$ cat src/rtl/imem_boot_loader_if.sv
// Boot loader bus: UART RX byte stream and reload request in, core reset,
// instruction-memory write port and status flags out.
interface imem_boot_loader_if #(
  parameter int ADDR_WIDTH = 10
);
  logic                  rx_valid;
  logic [7:0]            rx_data;
  logic                  reload;
  logic                  cpu_reset;
  logic                  imem_we;
  logic [ADDR_WIDTH-1:0] imem_addr;
  logic [31:0]           imem_wdata;
  logic                  done;
  logic                  error;

  // System side: feeds bytes and reload requests, observes the loader.
  modport master (
    output rx_valid, rx_data, reload,
    input  cpu_reset, imem_we, imem_addr, imem_wdata, done, error
  );

  // Loader side.
  modport slave (
    input  rx_valid, rx_data, reload,
    output cpu_reset, imem_we, imem_addr, imem_wdata, done, error
  );
endinterface

$ cat src/rtl/imem_boot_loader.sv
// UART boot loader: keeps the core in reset, receives a framed program image
// (sync, 16-bit word count, little-endian words, XOR checksum), writes it into
// instruction memory and releases the core once the checksum matches.
module imem_boot_loader #(
  parameter int          ADDR_WIDTH     = 10,
  parameter logic [7:0]  SYNC_BYTE      = 8'hA5,
  parameter int          TIMEOUT_CYCLES = 1_000_000
) (
  input  logic             clk,
  input  logic             reset,
  imem_boot_loader_if.slave bus
);

  localparam int              TW       = $clog2(TIMEOUT_CYCLES) + 1;
  localparam logic [TW-1:0]   TLAST    = TW'(TIMEOUT_CYCLES - 1);
  localparam logic [16:0]     CAPACITY = 17'(1) << ADDR_WIDTH;

  typedef enum logic [2:0] {IDLE, LEN0, LEN1, DATA, CHECK, RUN, ERROR} state_t;

  state_t                state, next_state;
  logic [7:0]            len_lo;
  logic [15:0]           len;
  logic [ADDR_WIDTH:0]   word_cnt;
  logic [1:0]            byte_idx;
  logic [23:0]           word_buf;
  logic [7:0]            checksum;
  logic [TW-1:0]         idle_cnt;
  logic                  cpu_reset_d, done_d, error_d;

  // A reload in the same cycle as a byte wins, so the byte is dropped.
  logic        rx_take;
  logic [15:0] rx_len;
  logic        timed;
  logic        timeout_hit;
  logic        last_word;

  assign rx_take     = bus.rx_valid & ~bus.reload;
  assign rx_len      = {bus.rx_data, len_lo};
  assign timed       = (state == LEN0) || (state == LEN1) || (state == DATA) || (state == CHECK);
  assign timeout_hit = timed & ~bus.rx_valid & (idle_cnt == TLAST);
  assign last_word   = (17'(word_cnt) + 17'd1) == {1'b0, len};

  // State register.
  always_ff @(posedge clk or negedge reset) begin
    if (!reset) state <= IDLE;
    else        state <= next_state;
  end

  // Next-state logic: reload first, then inter-byte timeout, then frame parsing.
  always_comb begin
    next_state = state;
    if (bus.reload) begin
      next_state = IDLE;
    end else if (timeout_hit) begin
      next_state = ERROR;
    end else begin
      case (state)
        IDLE:  if (rx_take && bus.rx_data == SYNC_BYTE) next_state = LEN0;
        LEN0:  if (rx_take) next_state = LEN1;
        LEN1:  if (rx_take) begin
                 if ({1'b0, rx_len} > CAPACITY) next_state = ERROR;
                 else if (rx_len == 16'd0)      next_state = CHECK;
                 else                           next_state = DATA;
               end
        DATA:  if (rx_take && byte_idx == 2'd3 && last_word) next_state = CHECK;
        CHECK: if (rx_take) next_state = (bus.rx_data == checksum) ? RUN : ERROR;
        RUN:   next_state = RUN;
        ERROR: if (rx_take && bus.rx_data == SYNC_BYTE) next_state = LEN0;
        default: next_state = IDLE;
      endcase
    end
  end

  // Status outputs follow the state being entered so they register in step with it.
  always_comb begin
    cpu_reset_d = (next_state != RUN);
    done_d      = (next_state == RUN);
    error_d     = (next_state == ERROR);
  end

  // Registered status outputs; the core is held in reset from power-up.
  always_ff @(posedge clk or negedge reset) begin
    if (!reset) begin
      bus.cpu_reset <= 1'b1;
      bus.done      <= 1'b0;
      bus.error     <= 1'b0;
    end else begin
      bus.cpu_reset <= cpu_reset_d;
      bus.done      <= done_d;
      bus.error     <= error_d;
    end
  end

  // Inter-byte idle counter, restarted by any byte or state change and parked outside a frame.
  always_ff @(posedge clk or negedge reset) begin
    if (!reset)                                                idle_cnt <= '0;
    else if (!timed || bus.rx_valid || next_state != state)   idle_cnt <= '0;
    else                                                       idle_cnt <= idle_cnt + 1'b1;
  end

  // Frame datapath: length capture, word assembly, checksum and memory write port.
  always_ff @(posedge clk or negedge reset) begin
    if (!reset) begin
      len_lo         <= '0;
      len            <= '0;
      word_cnt       <= '0;
      byte_idx       <= '0;
      word_buf       <= '0;
      checksum       <= '0;
      bus.imem_we    <= 1'b0;
      bus.imem_addr  <= '0;
      bus.imem_wdata <= '0;
    end else begin
      bus.imem_we <= 1'b0;
      if (bus.imem_we) bus.imem_addr <= bus.imem_addr + 1'b1;
      if (rx_take) begin
        case (state)
          LEN0: len_lo <= bus.rx_data;
          LEN1: begin
            len           <= rx_len;
            word_cnt      <= '0;
            byte_idx      <= '0;
            checksum      <= '0;
            bus.imem_addr <= '0;
          end
          DATA: begin
            checksum <= checksum ^ bus.rx_data;
            byte_idx <= byte_idx + 1'b1;
            case (byte_idx)
              2'd0: word_buf[7:0]   <= bus.rx_data;
              2'd1: word_buf[15:8]  <= bus.rx_data;
              2'd2: word_buf[23:16] <= bus.rx_data;
              default: begin
                bus.imem_we    <= 1'b1;
                bus.imem_wdata <= {bus.rx_data, word_buf};
                word_cnt       <= word_cnt + 1'b1;
              end
            endcase
          end
          default: ;
        endcase
      end
    end
  end

endmodule
$ cat src/flat_wrapper.sv
// flat-port wrapper written by rule: the top's interface ports become plain ports
module imem_boot_loader_flat 
#(
  parameter int          ADDR_WIDTH     = 10,
  parameter logic [7:0]  SYNC_BYTE      = 8'hA5,
  parameter int          TIMEOUT_CYCLES = 1_000_000
)
  (clk, reset, bus_rx_valid, bus_rx_data, bus_reload, bus_cpu_reset, bus_imem_we, bus_imem_addr, bus_imem_wdata, bus_done, bus_error);
  imem_boot_loader_if #(.ADDR_WIDTH(ADDR_WIDTH)) bus_i ();
  input  logic clk;
  input  logic reset;
  input wire logic [$bits(bus_i.rx_valid)-1:0] bus_rx_valid;
  input wire logic [$bits(bus_i.rx_data)-1:0] bus_rx_data;
  input wire logic [$bits(bus_i.reload)-1:0] bus_reload;
  output wire logic [$bits(bus_i.cpu_reset)-1:0] bus_cpu_reset;
  output wire logic [$bits(bus_i.imem_we)-1:0] bus_imem_we;
  output wire logic [$bits(bus_i.imem_addr)-1:0] bus_imem_addr;
  output wire logic [$bits(bus_i.imem_wdata)-1:0] bus_imem_wdata;
  output wire logic [$bits(bus_i.done)-1:0] bus_done;
  output wire logic [$bits(bus_i.error)-1:0] bus_error;
  assign bus_i.rx_valid = bus_rx_valid;
  assign bus_i.rx_data = bus_rx_data;
  assign bus_i.reload = bus_reload;
  assign bus_cpu_reset = bus_i.cpu_reset;
  assign bus_imem_we = bus_i.imem_we;
  assign bus_imem_addr = bus_i.imem_addr;
  assign bus_imem_wdata = bus_i.imem_wdata;
  assign bus_done = bus_i.done;
  assign bus_error = bus_i.error;
  imem_boot_loader #(.ADDR_WIDTH(ADDR_WIDTH), .SYNC_BYTE(SYNC_BYTE), .TIMEOUT_CYCLES(TIMEOUT_CYCLES)) u_core (.clk(clk), .reset(reset), .bus(bus_i));
endmodule
$ cat config.mk
export PLATFORM = sky130hd
export DESIGN_NAME = imem_boot_loader_flat
export DESIGN_NICKNAME = d
export VERILOG_FILES = /design/src/rtl/imem_boot_loader_if.sv /design/src/rtl/imem_boot_loader.sv /design/src/flat_wrapper.sv
export SDC_FILE = /design/constraint.sdc
export NUM_CORES = 1
export LEC_CHECK = 0
export CAP_MARGIN = 20
export CORE_MARGIN = 1.5
export CORE_UTILIZATION = 40
export DETAILED_ROUTE_END_ITERATION = 8
export PLACE_DENSITY = 0.67
export SETUP_SLACK_MARGIN = 0.15
export SLEW_MARGIN = 0
export SYNTH_ARGS = -nofsm -noshare
export SYNTH_HDL_FRONTEND = slang
export SYNTH_SLANG_ARGS = --single-unit
$ cat constraint.sdc
create_clock -name clk -period 2.9 [get_ports clk]
set_clock_uncertainty 0.2 [all_clocks]
set_input_delay 0.435 -clock clk [delete_from_list [all_inputs] [get_ports clk]]
set_output_delay 0.435 -clock clk [all_outputs]
set_load 0.01 [all_outputs]
### After elaboration in Yosys (flattened, before gate mapping)

Index checks and enable logic that the tools add are counted.

| storage, ports and cells | value |
|---|---|
| register bits | 139 |
| output and inout port bits | 46 |
| input bits | 12 |
| word-level logic and storage cells | 92 |

| cells by class | value |
|---|---|
| muxes and demuxes | 22 |
| reductions and logical operators | 23 |
| bitwise gates (word level) | 7 |
| add/sub/neg operators | 5 |
| $lt $le $gt $ge | 1 |
| equal/unequal tests | 18 |

Operators with widths:

| operator | number |
|---|---|
| 2-to-1 mux 10 bit | 3 |
| 2-to-1 mux 3 bit | 9 |
| one-hot mux 11 bit (2 select lines) | 1 |
| adder 21 x 1 -> 21 bit (second input constant) | 1 |
| == test 21 x 20 -> 1 bit (second input constant) | 1 |
| 2-to-1 mux 21 bit | 1 |
| one-hot mux 3 bit (6 select lines) | 1 |
| == test 17 x 16 -> 1 bit | 1 |
| > comparator 16 x 11 -> 1 bit (second input constant) | 1 |
| logical NOT 16 bit | 1 |
| one-hot mux 8 bit (2 select lines) | 1 |
| == test 3 bit (second input constant) | 5 |
| AND reduction 3 bit | 5 |
| adder 11 x 1 -> 12 bit (second input constant) | 1 |
| adder 11 x 1 -> 11 bit (second input constant) | 1 |
| 2-to-1 mux 11 bit | 1 |
| adder 10 x 1 -> 10 bit (second input constant) | 1 |
| == test 8 bit | 1 |
| == test 8 bit (second input constant) | 1 |
| bitwise XOR 8 bit | 1 |
| == test 3 x 2 -> 1 bit (second input constant) | 2 |
| AND reduction 2 bit | 3 |
| logical OR 1 bit | 5 |
| == test 2 bit (second input constant) | 2 |
| other kinds (18) | 26 |

### Depth between registers and ports, before layout

| depth | value |
|---|---|
| depth after elaboration | 11 |
| mapped depth | 9 |
| mapped depth without buffers | 8 |

### Worst setup path before layout

Ideal clock, no wire load.

| path | value |
|---|---|
| path kind | reg2reg |
| start point | reg u_core.idle_cnt[10] |
| end point | reg u_core.idle_cnt[18] |
| arrival time | 2.447 ns |
| period minus slack after synthesis | 2.766 ns |
| data required time | 2.581 ns |
| path slack | 0.134 ns |
| path buffers | 1 |
| setup time | 0.119 ns |
| stages on the path, launching flop included | 9 |
| cell sequence | dfrtp_1 -> or4_1 -> or3_1 -> or4_4 -> and3_1 -> o311a_1 -> nand3_2 -> buf_6 -> nor2_1 |

| on the way | value |
|---|---|
| longest elaborated chain between the ends | 7 |
| elaborated cells on any way between the ends | 8 |
| classes of those cells | 1 x add/sub; 2 x eq/ne; 3 x mux; 1 x bitwise; 1 x reduce/logical |

RTL lines:

| element | line | RTL |
|---|---|---|
| start: declaration | imem_boot_loader.sv:27 | `logic [TW-1:0] idle_cnt;` |
| start signal: assignment | imem_boot_loader.sv:98 | `else idle_cnt <= idle_cnt + 1'b1;` |
| == test 21 x 20 -> 1 bit | imem_boot_loader.sv:40 | `assign timeout_hit = timed & ~bus.rx_valid & (idle_cnt == TLAST);` |
| bitwise AND 1 bit | imem_boot_loader.sv:40 |  |
| 2-to-1 mux 3 bit | imem_boot_loader.sv:54 | `end else if (timeout_hit) begin` |
| 2-to-1 mux 3 bit | imem_boot_loader.sv:52 | `if (bus.reload) begin` |
| inequality test 3 bit | imem_boot_loader.sv:97 | `else if (!timed \|\| bus.rx_valid \|\| next_state != state) idle_cnt <= '0;` |
| logical OR 1 bit | imem_boot_loader.sv:97 |  |
| 2-to-1 mux 21 bit (*) | imem_boot_loader.sv:97 |  |

Mark *: on every way between the ends. The rest lies on a longest branch, timed or not.
A chain may end at the register's enable or synchronous reset.

### Worst setup path after layout

| path | value |
|---|---|
| start point | reg u_core.idle_cnt[10] |
| end point | reg u_core.idle_cnt[5] |

| on the way | value |
|---|---|
| longest elaborated chain between the ends | 7 |

RTL lines:

| element | line |
|---|---|
| == test 21 x 20 -> 1 bit | imem_boot_loader.sv:40 |
| bitwise AND 1 bit | imem_boot_loader.sv:40 |
| 2-to-1 mux 3 bit | imem_boot_loader.sv:54 |
| 2-to-1 mux 3 bit | imem_boot_loader.sv:52 |
| inequality test 3 bit | imem_boot_loader.sv:97 |
| logical OR 1 bit | imem_boot_loader.sv:97 |
| 2-to-1 mux 21 bit | imem_boot_loader.sv:97 |

No other way between the ends.

==> impl_metrics.tcl <==
set metrics [dict create \
    status "complete, but fails checks" \
    violations "setup timing" \
    drv_cap 0 \
    final-setup-viol-count 18 \
    track_usage 0.173 \
    cts.path.max_buffers 2 \
    min_period_over_period 1.01 \
    place_congestion 0.870 \
    ys_seq_area_frac 0.538 \
    synth_edf_count 0 \
    drt_iter0_drc 303 \
    ios 58 \
    netlist_top_cells_area "dfrtp_1 (53%), mux2_2 (14%), xnor2_1 (3.5%)" \
    synthArstFlopShare 1.00 \
    irDropWorstVdd_mv 0.354 \
    start_kind "flip-flop" \
    worstSkewPairLatency_ns 0.41 \
    drt-vias-per-instance 5.25 \
    synth_warnings 0 \
    path_clk_slew_ns 0.06 \
    nNetsFinal 687 \
    fin_setup_tns_ns -0.192 \
    finalWirelength_um 14200 \
    avgSynthCellArea_um2 11.2 \
    port-buffer-count 57 \
    synth_ff_type "dfrtp_1" \
    grt_pass1_vias 4604 \
    p_comb_frac 0.061 \
    max_freq_mhz 342 \
    synth_cells 576 \
    crit_arrival_ns 3.02 \
    grt_pass1_wl_um 22900 \
    hold_path.class "reg2reg" \
    startpoint "u_core.idle_cnt[10]" \
    num_vias 4709 \
    synth_nets 595 \
    most-common-layout-cells "dfrtp_1 (138), mux2_2 (80), clkdlybuf4s50_1 (56), nor2_1 (50), nand2_1 (39)" \
    place_area_um2 7530 \
    power_leakage_nw 3.69 \
    crit_path_end "u_core.idle_cnt[5]" \
    drt-pass1-iter-count 5 \
    tightestPinTransition_ns 0.597 \
    yosys.cell_types.count 48 \
    r2r_start "u_core.idle_cnt[10]" \
    clkSinkCount 139 \
    cp-end-kind "flip-flop" \
    antenna_found_initial 0 \
    internal_power_mw 3.33 \
    pwr-share-seq 0.469 \
    drive_above_1_share 0.256 \
    power_mw 4.34 \
    p_sw_mw 1.01 \
    final_common_cell "dfrtp_1" \
    die_area_um2 16900 \
    ff2ff_path_depth 8 \
    post-place-ws_ns -0.0949 \
    path_max_fanout 5 \
    areaGrowthSynthToFinish_pct 26.9 \
    clkPwrFrac 0.470 \
    critPathKind "reg2reg" \
    syn_area_um2 6460 \
    drc 0 \
    p_per_area_nw_per_um2 529 \
    grt_max_degree 66 \
    dp.cells 861 \
    p_sw_frac 0.234 \
    tritoncts "yes" \
    avgRoutedWirePerCell_um 15.9 \
    hold_violations 0 \
    rsz0062_at_grt "true" \
    synth-seq-cells 139 \
    final-instance-count-excl-fill 897 \
    overflow 0 \
    die_x_um 130 \
    initial_utilization 0.408 \
    cts_max_level 4 \
    r2r-end "u_core.idle_cnt[5]" \
    r2r_slack_ns -0.02 \
    yosys.area.top_type_share 0.534 \
    slew_headroom 0.602 \
    final_util 0.518 \
    rows 46 \
    root_buffer "clkbuf_16" \
    ant_nets 0 \
    coreArea_um2 15800 \
    hold_ws_ns 0.271 \
    layout_min_cycle_time_ns 2.92 \
    drv_slew 0 \
    die_h_um 130 \
    yosysTopAreaCell "dfrtp_1" \
    place_hpwl_um 9710 \
    cts-buffers-inserted 17 \
    final_area_um2 8200 \
    antennaDiodeCount 0 \
    setup_slack_ns -0.0229 \
    crit_required_ns 3.00 \
]
## Yosys cell counts (2+ instances only)
cell type and count:
o21ai_0 36, nand2_1 39, dfrtp_1 138, clkbuf_1 24, xor2_1 26, a21oi_1 9, nor3b_1 3, a31oi_1 3
nand4_1 14, nand3b_1 2, nand2b_1 5, a22o_1 4, nor4_1 7, or4_1 2, o31ai_1 3, nor2_1 57
or3_1 4, buf_6 2, buf_2 2, mux2i_1 2, xnor2_1 26, nor3_1 11, mux2_2 80, ha_1 7
inv_1 10, nand3_1 21, and2_1 3, nor2b_1 4, o31a_1 2, and3_1 12
## repair_timing
item                                    in CTS  in global routing
gates cloned                                 0                  2
hold endpoints to repair                    62                  0
endpoints found under the setup margin      21                 25
setup buffers                                0                  1
hold buffers                                 1                  0
resized for setup                            0                 14
pin swaps                                    0                  6
## flip-flops by register name (all words and copies together) (netlist names)
name and cells:
u_core.len_lo 8, u_core.bus.imem_wdata 32, u_core.word_buf 24, u_core.byte_idx 2, u_core.checksum 8, u_core.state 3
u_core.bus.imem_addr 10, u_core.bus.cpu_reset 1, u_core.word_cnt 11, u_core.bus.done 1, u_core.bus.imem_we 1, u_core.idle_cnt 21
u_core.bus.error 1, u_core.len 16
## routing by layer
metal | vias to the layer above | track usage | part of all wire
li1 | 2207 | - | -
met1 | 2366 | 0.232 | 0.45
met2 | 121 | 0.282 | 0.49
met3 | 15 | 0.0377 | 0.042
met4 | 0 | 0.0549 | 0.013
met5 | - | 0 | 0
## layout make-up
| cell class | instances | area [um^2] |
|---|---|---|
| tap | 216 | 270 |
| multi-input combinational | 399 | 2890 |
| sequential | 139 | 3480 |
| clock buffer | 20 | 447 |
| clock inverter | 12 | 114 |
| timing repair buffer | 101 | 963 |
| fill | 1368 | 7630 |
| inverter | 10 | 37.5 |
## how the worst min path moves through the flow
| stage | start | endpoint | slack [ns] | depth (start not counted) |
|---|---|---|---|---|
| floorplan | reset | u_core.bus.done | -0.06 | 0 |
| global placement | u_core.idle_cnt[0] | u_core.idle_cnt[0] | 0.25 | 1 |
| detailed placement | reset | u_core.idle_cnt[17] | 0.26 | 1 |
| CTS | u_core.idle_cnt[0] | u_core.idle_cnt[0] | 0.28 | 1 |
| global route | u_core.idle_cnt[0] | u_core.idle_cnt[0] | 0.28 | 1 |
| finish | u_core.idle_cnt[0] | u_core.idle_cnt[0] | 0.27 | 1 |
## power by group through the flow
stage / combinational [mW] / clock (mW) / sequential [mW]
6_report: 0.266 / 2.04 / 2.04
5_1_grt: 0.294 / 2.17 / 2.04
4_1_cts: 0.270 / 2.08 / 2.04
3_5_place_dp: 0.267 / 0 / 2.07
3_3_place_gp: 0.258 / 0 / 2.07
2_1_floorplan: 0.110 / 0 / 2.07
## critical path, stage by stage, from the launching register on
cell and delay (ns):
dfrtp_1 0.38, or4_4 0.53, or3_4 0.38, or4_4 0.50, and3_4 0.17, o311a_4 0.31
nand3_4 0.12, clkbuf_16 0.17, nor2_2 0.04
## logic make-up (layout without fill, tap and decap cells)
family | count (synthesis) | in the layout | synth area share
flops | 139 | 139 | 0.538
xor+xnor | 52 | 52 | 0.0705
mux | 82 | 82 | 0.142
compound gates | 65 | 65 | 0.0606
simple gates | 193 | 193 | 0.150
buf+inv | 38 | 143 | 0.0248
fa+ha+maj | 7 | 7 | 0.0136
(Power assumes the default switching activity.)
